**config.mk**
```make
export PLATFORM = sky130hd
export DESIGN_NAME = cache_mem_arbiter
export DESIGN_NICKNAME = d
export VERILOG_FILES = /design/src/rtl/cache_mem_arbiter.sv
export SDC_FILE = /design/constraint.sdc
export NUM_CORES = 1
export LEC_CHECK = 0
export ABC_AREA = 1
export CORE_AREA = 3 3 153 155
export CTS_BUF_LIST = sky130_fd_sc_hd__clkbuf_16
export CTS_CLUSTER_DIAMETER = 80
export CTS_CLUSTER_SIZE = 25
export DETAILED_ROUTE_END_ITERATION = 10
export DIE_AREA = 0 0 156 158
export HOLD_SLACK_MARGIN = 0.08
export PLACE_DENSITY = 0.59
export RECOVER_POWER = 50
export SLEW_MARGIN = 20
export SYNTH_ARGS = -nofsm -noshare
export SYNTH_HDL_FRONTEND = slang
export SYNTH_SLANG_ARGS = --single-unit
```
**constraint.sdc**
```tcl
create_clock -name clk -period 2.58 [get_ports clk]
set_input_delay 0.516 -clock clk [delete_from_list [all_inputs] [get_ports clk]]
set_output_delay 0.516 -clock clk [all_outputs]
set_load 0.01 [all_outputs]
```
**src/rtl/cache_mem_arbiter.sv**
```systemverilog
// Two-port (I-cache / D-cache) arbiter onto one memory bus; grant held for a whole read burst or write.
// Define ARB_ROUND_ROBIN_EN for round-robin tie-break; default is fixed priority to port 1.
module cache_mem_arbiter #(
    parameter int WORDSIZE      = 64,
    parameter int TAGWIDTH      = 13,
    parameter int LOGLINEOFFSET = 3
) (
    input  logic                     clk,
    input  logic                     reset,
    input  logic [1:0]               c_reqcyc,
    input  logic [1:0][WORDSIZE-1:0] c_req,
    input  logic [1:0][TAGWIDTH-1:0] c_reqtag,
    output logic [1:0]               c_reqack,
    output logic [1:0]               c_respcyc,
    output logic [WORDSIZE-1:0]      c_resp,
    output logic [TAGWIDTH-1:0]      c_resptag,
    input  logic [1:0]               c_respack,
    output logic                     m_reqcyc,
    output logic [WORDSIZE-1:0]      m_req,
    output logic [TAGWIDTH-1:0]      m_reqtag,
    input  logic                     m_reqack,
    input  logic                     m_respcyc,
    input  logic [WORDSIZE-1:0]      m_resp,
    input  logic [TAGWIDTH-1:0]      m_resptag,
    output logic                     m_respack,
    output logic                     busy
);
    localparam int CW = LOGLINEOFFSET + 1;
    localparam logic [CW-1:0] LAST_BEAT = CW'((1 << LOGLINEOFFSET) - 1);

    typedef enum logic [1:0] {IDLE, ISSUE, RESP} state_t;

    state_t                state_q, state_d;
    logic                  grant_q, grant_d;
    logic                  rd_q, rd_d;
    logic [CW-1:0]         cnt_q, cnt_d;
    logic                  m_reqcyc_q, m_reqcyc_d;
    logic [WORDSIZE-1:0]   m_req_q, m_req_d;
    logic [TAGWIDTH-1:0]   m_reqtag_q, m_reqtag_d;
    logic                  win;
    logic                  beat;

`ifdef ARB_ROUND_ROBIN_EN
    logic last_q, last_d;

    always_comb begin
        win = c_reqcyc[1];
        if (&c_reqcyc) win = ~last_q;
    end

    always_comb begin
        last_d = last_q;
        if (state_q == IDLE && |c_reqcyc) last_d = win;
    end

    always_ff @(posedge clk) begin
        if (reset) last_q <= 1'b1;
        else       last_q <= last_d;
    end
`else
    // Port 1 wins whenever it is requesting.
    always_comb win = c_reqcyc[1];
`endif

    always_comb begin
        state_d    = state_q;
        grant_d    = grant_q;
        rd_d       = rd_q;
        cnt_d      = cnt_q;
        m_reqcyc_d = m_reqcyc_q;
        m_req_d    = m_req_q;
        m_reqtag_d = m_reqtag_q;
        c_reqack   = '0;
        c_respcyc  = '0;
        c_resp     = '0;
        c_resptag  = '0;
        m_respack  = 1'b0;
        beat       = 1'b0;
        unique case (state_q)
            IDLE: begin
                cnt_d = '0;
                if (|c_reqcyc && !reset) begin
                    grant_d       = win;
                    rd_d          = c_reqtag[win][TAGWIDTH-1];
                    m_req_d       = c_req[win];
                    m_reqtag_d    = c_reqtag[win];
                    m_reqcyc_d    = 1'b1;
                    c_reqack[win] = 1'b1;
                    state_d       = ISSUE;
                end
            end
            ISSUE: begin
                if (m_reqack) begin
                    m_reqcyc_d = 1'b0;
                    state_d    = RESP;
                end
            end
            RESP: begin
                // Beats seen during a reset cycle are dropped, not acknowledged.
                if (!reset) begin
                    c_respcyc[grant_q] = m_respcyc;
                    c_resp             = m_resp;
                    c_resptag          = m_resptag;
                    m_respack          = c_respack[grant_q];
                    beat               = m_respcyc & c_respack[grant_q];
                    if (beat) begin
                        cnt_d = cnt_q + CW'(1);
                        if (!rd_q || cnt_q == LAST_BEAT) begin
                            cnt_d   = '0;
                            state_d = IDLE;
                        end
                    end
                end
            end
            default: state_d = IDLE;
        endcase
    end

    always_ff @(posedge clk) begin
        if (reset) begin
            state_q    <= IDLE;
            grant_q    <= 1'b0;
            rd_q       <= 1'b0;
            cnt_q      <= '0;
            m_reqcyc_q <= 1'b0;
            m_req_q    <= '0;
            m_reqtag_q <= '0;
        end else begin
            state_q    <= state_d;
            grant_q    <= grant_d;
            rd_q       <= rd_d;
            cnt_q      <= cnt_d;
            m_reqcyc_q <= m_reqcyc_d;
            m_req_q    <= m_req_d;
            m_reqtag_q <= m_reqtag_d;
        end
    end

    assign m_reqcyc = m_reqcyc_q;
    assign m_req    = m_req_q;
    assign m_reqtag = m_reqtag_q;
    assign busy     = (state_q != IDLE);

endmodule

```
==> reports/qor_table.md <==
| Group | Metric | This run |
| --- | --- | --- |
| die | Overall die height | 158 µm |
| power and ir drop | Internal power summed over all cells | 0.00290 W |
| sta | Worst slew pin tran | 0.937 ns |
| synthesis | Main flop type after synthesis | sky130_fd_sc_hd__dfxtp_1 |
| synthesis | Post-synth top area share | 35.5% |
| clock tree | Clock sink count | 85 |
| die | Number of rows created at floorplan | 54 |
| synthesis | Count of different cell masters after synthesis | 22 |
| power and ir drop | Power density over cell area | 439 nW/µm² |
| synthesis | Most repeated cell in the gate-level netlist after synthesis | sky130_fd_sc_hd__nand2_1 |
| sta | Final Cycle Share | 98.9% |
| synthesis | Average footprint of a synthesized cell | 5.84 µm² |
| grt | Wire length of the first global-routing pass | 32.5 mm |
| placement | Post-Place Setup Slack | -0.150 ns |
| grt | Vias in the first global route | 5775 |
| detailed routing | Routed via count | 6173 |
| run | Number of maximum-capacitance violations | 0 |
| clock tree | Post-CTS Hold Buffers | 0 |
| power and ir drop | Part of the power in combinational logic | 31.8% |
| synthesis | Number of nets produced by synthesis | 1061 |
| synthesis | Number of flops mapped to enable cells by yosys | 0 |
| power and ir drop | Fraction of power consumed by the clock network | 32.2% |
| power and ir drop | Switching portion of total power | 30.1% |
| cells and area | Layout cells sized above 1 | 3.58% |
| detailed routing | Routed wirelength normalized by instance count | 15.5 µm |
| power and ir drop | Switching Power | 0.00125 W |
| detailed routing | Sum of routed wire length over all layers | 23.1 mm |
| sta | Worst max-slew margin expressed relative to the limit | 37.5% |
| grt | Total Routing Usage GR | 17.3% |
| run status | Status | complete, no violations |
| synthesis | Seq cells post-synth | 85 |
| critical path | Delay contributed by the slowest stage of the critical path | 0.61 ns |
| die | Die area | 24600 µm² |
| sta | Count of pins over their slew limit | 0 |
| die | Horizontal die dimension | 156 µm |
| synthesis | Yosys synthesis warning count | 0 |
| power and ir drop | Pleak | 5.15 nW |
| synthesis | Most frequent cells after synthesis | sky130_fd_sc_hd__nand2_1 (182), sky130_fd_sc_hd__nor2_1 (164), sky130_fd_sc_hd__inv_1 (162) |
| grt | Sum of overflow across all layers after global routing | 0 |
| detailed routing | Router iterations before antenna repair | 4 |
| sta | Final hold violation count | 0 |
| clock tree | Clock buffer count from CTS | 9 |
| sta | Setup skew after layout | 0.0110 ns |
| critical path | Sort of element at the end of the critical path | output pin |
| clock tree | Number of H-tree levels | 3 |
| synthesis | Proportion of synthesized chip area in sequential cells | 35.5% |
| critical path | Most common cell on crit path | sky130_fd_sc_hd__clkdlybuf4s50_1 |
| critical path | Kind of critical path | input port to output pin |
| clock tree | Clock transition time at the flip-flop clock pins of the worst setup and hold paths | 0.06 ns |
| cells and area | Post-synthesis to final-layout area growth | 97.2% |
| critical path | Worst-path cell with the longest stage delay | sky130_fd_sc_hd__clkdlybuf4s50_1 |
| min path | Class of the worst hold path | register to register |
| clock tree | Skew-Pair Late Insertion Delay | 0.35 ns |
| synthesis | Number of instances in the synthesized netlist | 821 |
| grt | Pin count of the biggest net entering global routing | 95 |
| detailed routing | Antenna-violating nets left | 0 |
| sta | Post-layout min period | 2.55 ns |
| critical path | Arrival time at the worst endpoint | 2.04 ns |
| critical path | CP Cell Sequence | clkdlybuf4s50_1 -> inv_1 -> nor3_2 -> clkdlybuf4s50_1 |
| cells and area | Final cell count without fillers | 1487 |
| placement | IO Port Bufs | 399 |
| placement | Number of placed instances, taps included | 1463 |
| cells and area | Net total in the final layout | 1437 |
| synthesis | Cell type with the largest total area after synthesis | sky130_fd_sc_hd__dfxtp_1 |
| critical path | Data required time at the worst endpoint | 2.06 ns |
| synthesis | Total standard cell area after synthesis | 4790 µm² |
| grt | Number of antenna violations at the first check in global routing | 5 |
| sta | Setup ws final | 0.0279 ns |
| clock tree | Cell at the root of the clock tree | sky130_fd_sc_hd__clkbuf_16 |
| clock tree | TritonCTS clock tree | yes |
| power and ir drop | Worst voltage drop across the vdd grid | 0.278 mV |
| synthesis | Cell types occupying the most area after synthesis | sky130_fd_sc_hd__dfxtp_1 (36%), sky130_fd_sc_hd__nand2_1 (14%), sky130_fd_sc_hd__nor2_1 (13%), sky130_fd_sc_hd__inv_1 (13%), sky130_fd_sc_hd__o21ai_0 (11%) |
| critical path | Critical path fanouts, max | 2 |
| detailed routing | Via-to-Cell Ratio | 4.15 |
| sta | Setup-failing EPs final | 0 |
| detailed routing | Total DRC errors in the routed layout | 0 |
| synthesis | Share of flip-flops with an asynchronous set or reset after synthesis | 0% |
| critical path | Worst setup SP type | input port |
| placement | Last weighted congestion value of the routability-driven placer | 0.869 |
| power and ir drop | Reg power frac | 36.1% |
| sta | Maximum clock rate | 0.392 GHz |
| clock tree | Bufs on Longest Clock Path | 2 |
| die | Count of pins on the block boundary | 400 |
| placement | HPWL after detailed placement | 18.5 mm |
| die | Initial standard-cell utilization of the core | 21.8% |
| sta | Unrepaired setup endpoints after global routing | false |
| die | Core footprint | 22000 µm² |
| detailed routing | Starting DRT DRC Count | 294 |
-- stage by stage --
stage	hold WS, ns	TNS [ns]	util [%]	total power, W	cell area, µm²
2_1_floorplan	0.478	0	-	0.00206	4790
3_3_place_gp	0.448	-0.295	40.9	0.00289	8990
3_5_place_dp	0.452	-0.252	40.9	0.00289	8990
4_1_cts	0.461	0	42.5	0.00426	9340
5_1_grt	0.477	0	43.0	0.00439	9450
6_report	0.456	0	43.0	0.00414	9450
-- cell type report --
class | count | area, µm²
antenna | 5 | 12.5
clock inverter | 7 | 76.3
inverter | 165 | 622
tap | 280 | 350
multi-input combinational | 521 | 2250
clock buffer | 9 | 225
fill | 2301 | 12500
timing repair buffer | 415 | 4210
sequential | 85 | 1700
-- critical path, delay by kind of cell --
family,cells,cell delay [ns]
buf+inv,3,1.26
simple gates,1,0.25
-- worst paths after layout --
kind                            slack, ns      endpoint  depth (start not counted)    startpoint
worst max-delay path                 0.03  c_respcyc[0]                          4     m_respcyc
worst min-delay path                 0.46  m_reqtag[11]                          2  m_reqtag[11]
worst max register to register       0.63     m_req[58]                          7    state_q[0]
worst min register to register       0.46  m_reqtag[11]                          2  m_reqtag[11]
-- flip-flops by register name, indices dropped and copies added, names as in the netlist --
register  cells
m_reqtag     12
grant_q       1
state_q       2
rd_q          1
m_req        64
m_reqcyc      1
cnt_q         4
-- logic make-up after synthesis --
kind of cell             synth area share [%]
AO/OA/AOI/OAI                            17.3
adder cells (fa/ha/maj)                 0.261
buffers and inverters                    18.3
flip-flops                               35.5
AND/OR/NAND/NOR                          28.6
-- per-layer routing --
layer  vias to the layer above  routed length (µm)  global-route usage [%]
met1                      2690                8220                    17.2
met3                        38                1760                    4.95
met2                       250               12400                    32.9
met4                         0                 703                    8.45
li1                       3195                   -                       -
met5                         -                   0                       0
-- layout by cell type, fill, tap and decap left out, types with 14 or more instances in the layout --
cell type                         instances
sky130_fd_sc_hd__a21oi_1                 42
sky130_fd_sc_hd__dlymetal6s2s_1          38
sky130_fd_sc_hd__nor2_1                 163
sky130_fd_sc_hd__nand2_1                181
sky130_fd_sc_hd__dfxtp_1                 85
sky130_fd_sc_hd__o21ai_1                 15
sky130_fd_sc_hd__inv_1                  164
sky130_fd_sc_hd__clkdlybuf4s50_1        281
sky130_fd_sc_hd__o21ai_0                101
sky130_fd_sc_hd__dlygate4sd3_1           78
sky130_fd_sc_hd__buf_4                   14
-- what timing repair did --
action / 4_1_cts / 5_1_grt
endpoints found under the setup margin: 77 / 46
setup buffers: 1 / 1
cloned: 1 / 0
hold endpoints to repair: 0 / 0
pin swaps: 1 / 0
gates resized for setup: 6 / 38
-- power groups by stage --
stage | Combinational (W) | Sequential (W) | Clock [W]
after floorplan | 0.000482 | 0.00157 | 0
after global placement | 0.00137 | 0.00152 | 0
after detailed placement | 0.00137 | 0.00153 | 0
after CTS | 0.00138 | 0.00150 | 0.00138
after global routing | 0.00145 | 0.00151 | 0.00143
final | 0.00132 | 0.00149 | 0.00133
(Power assumes the default switching activity.)
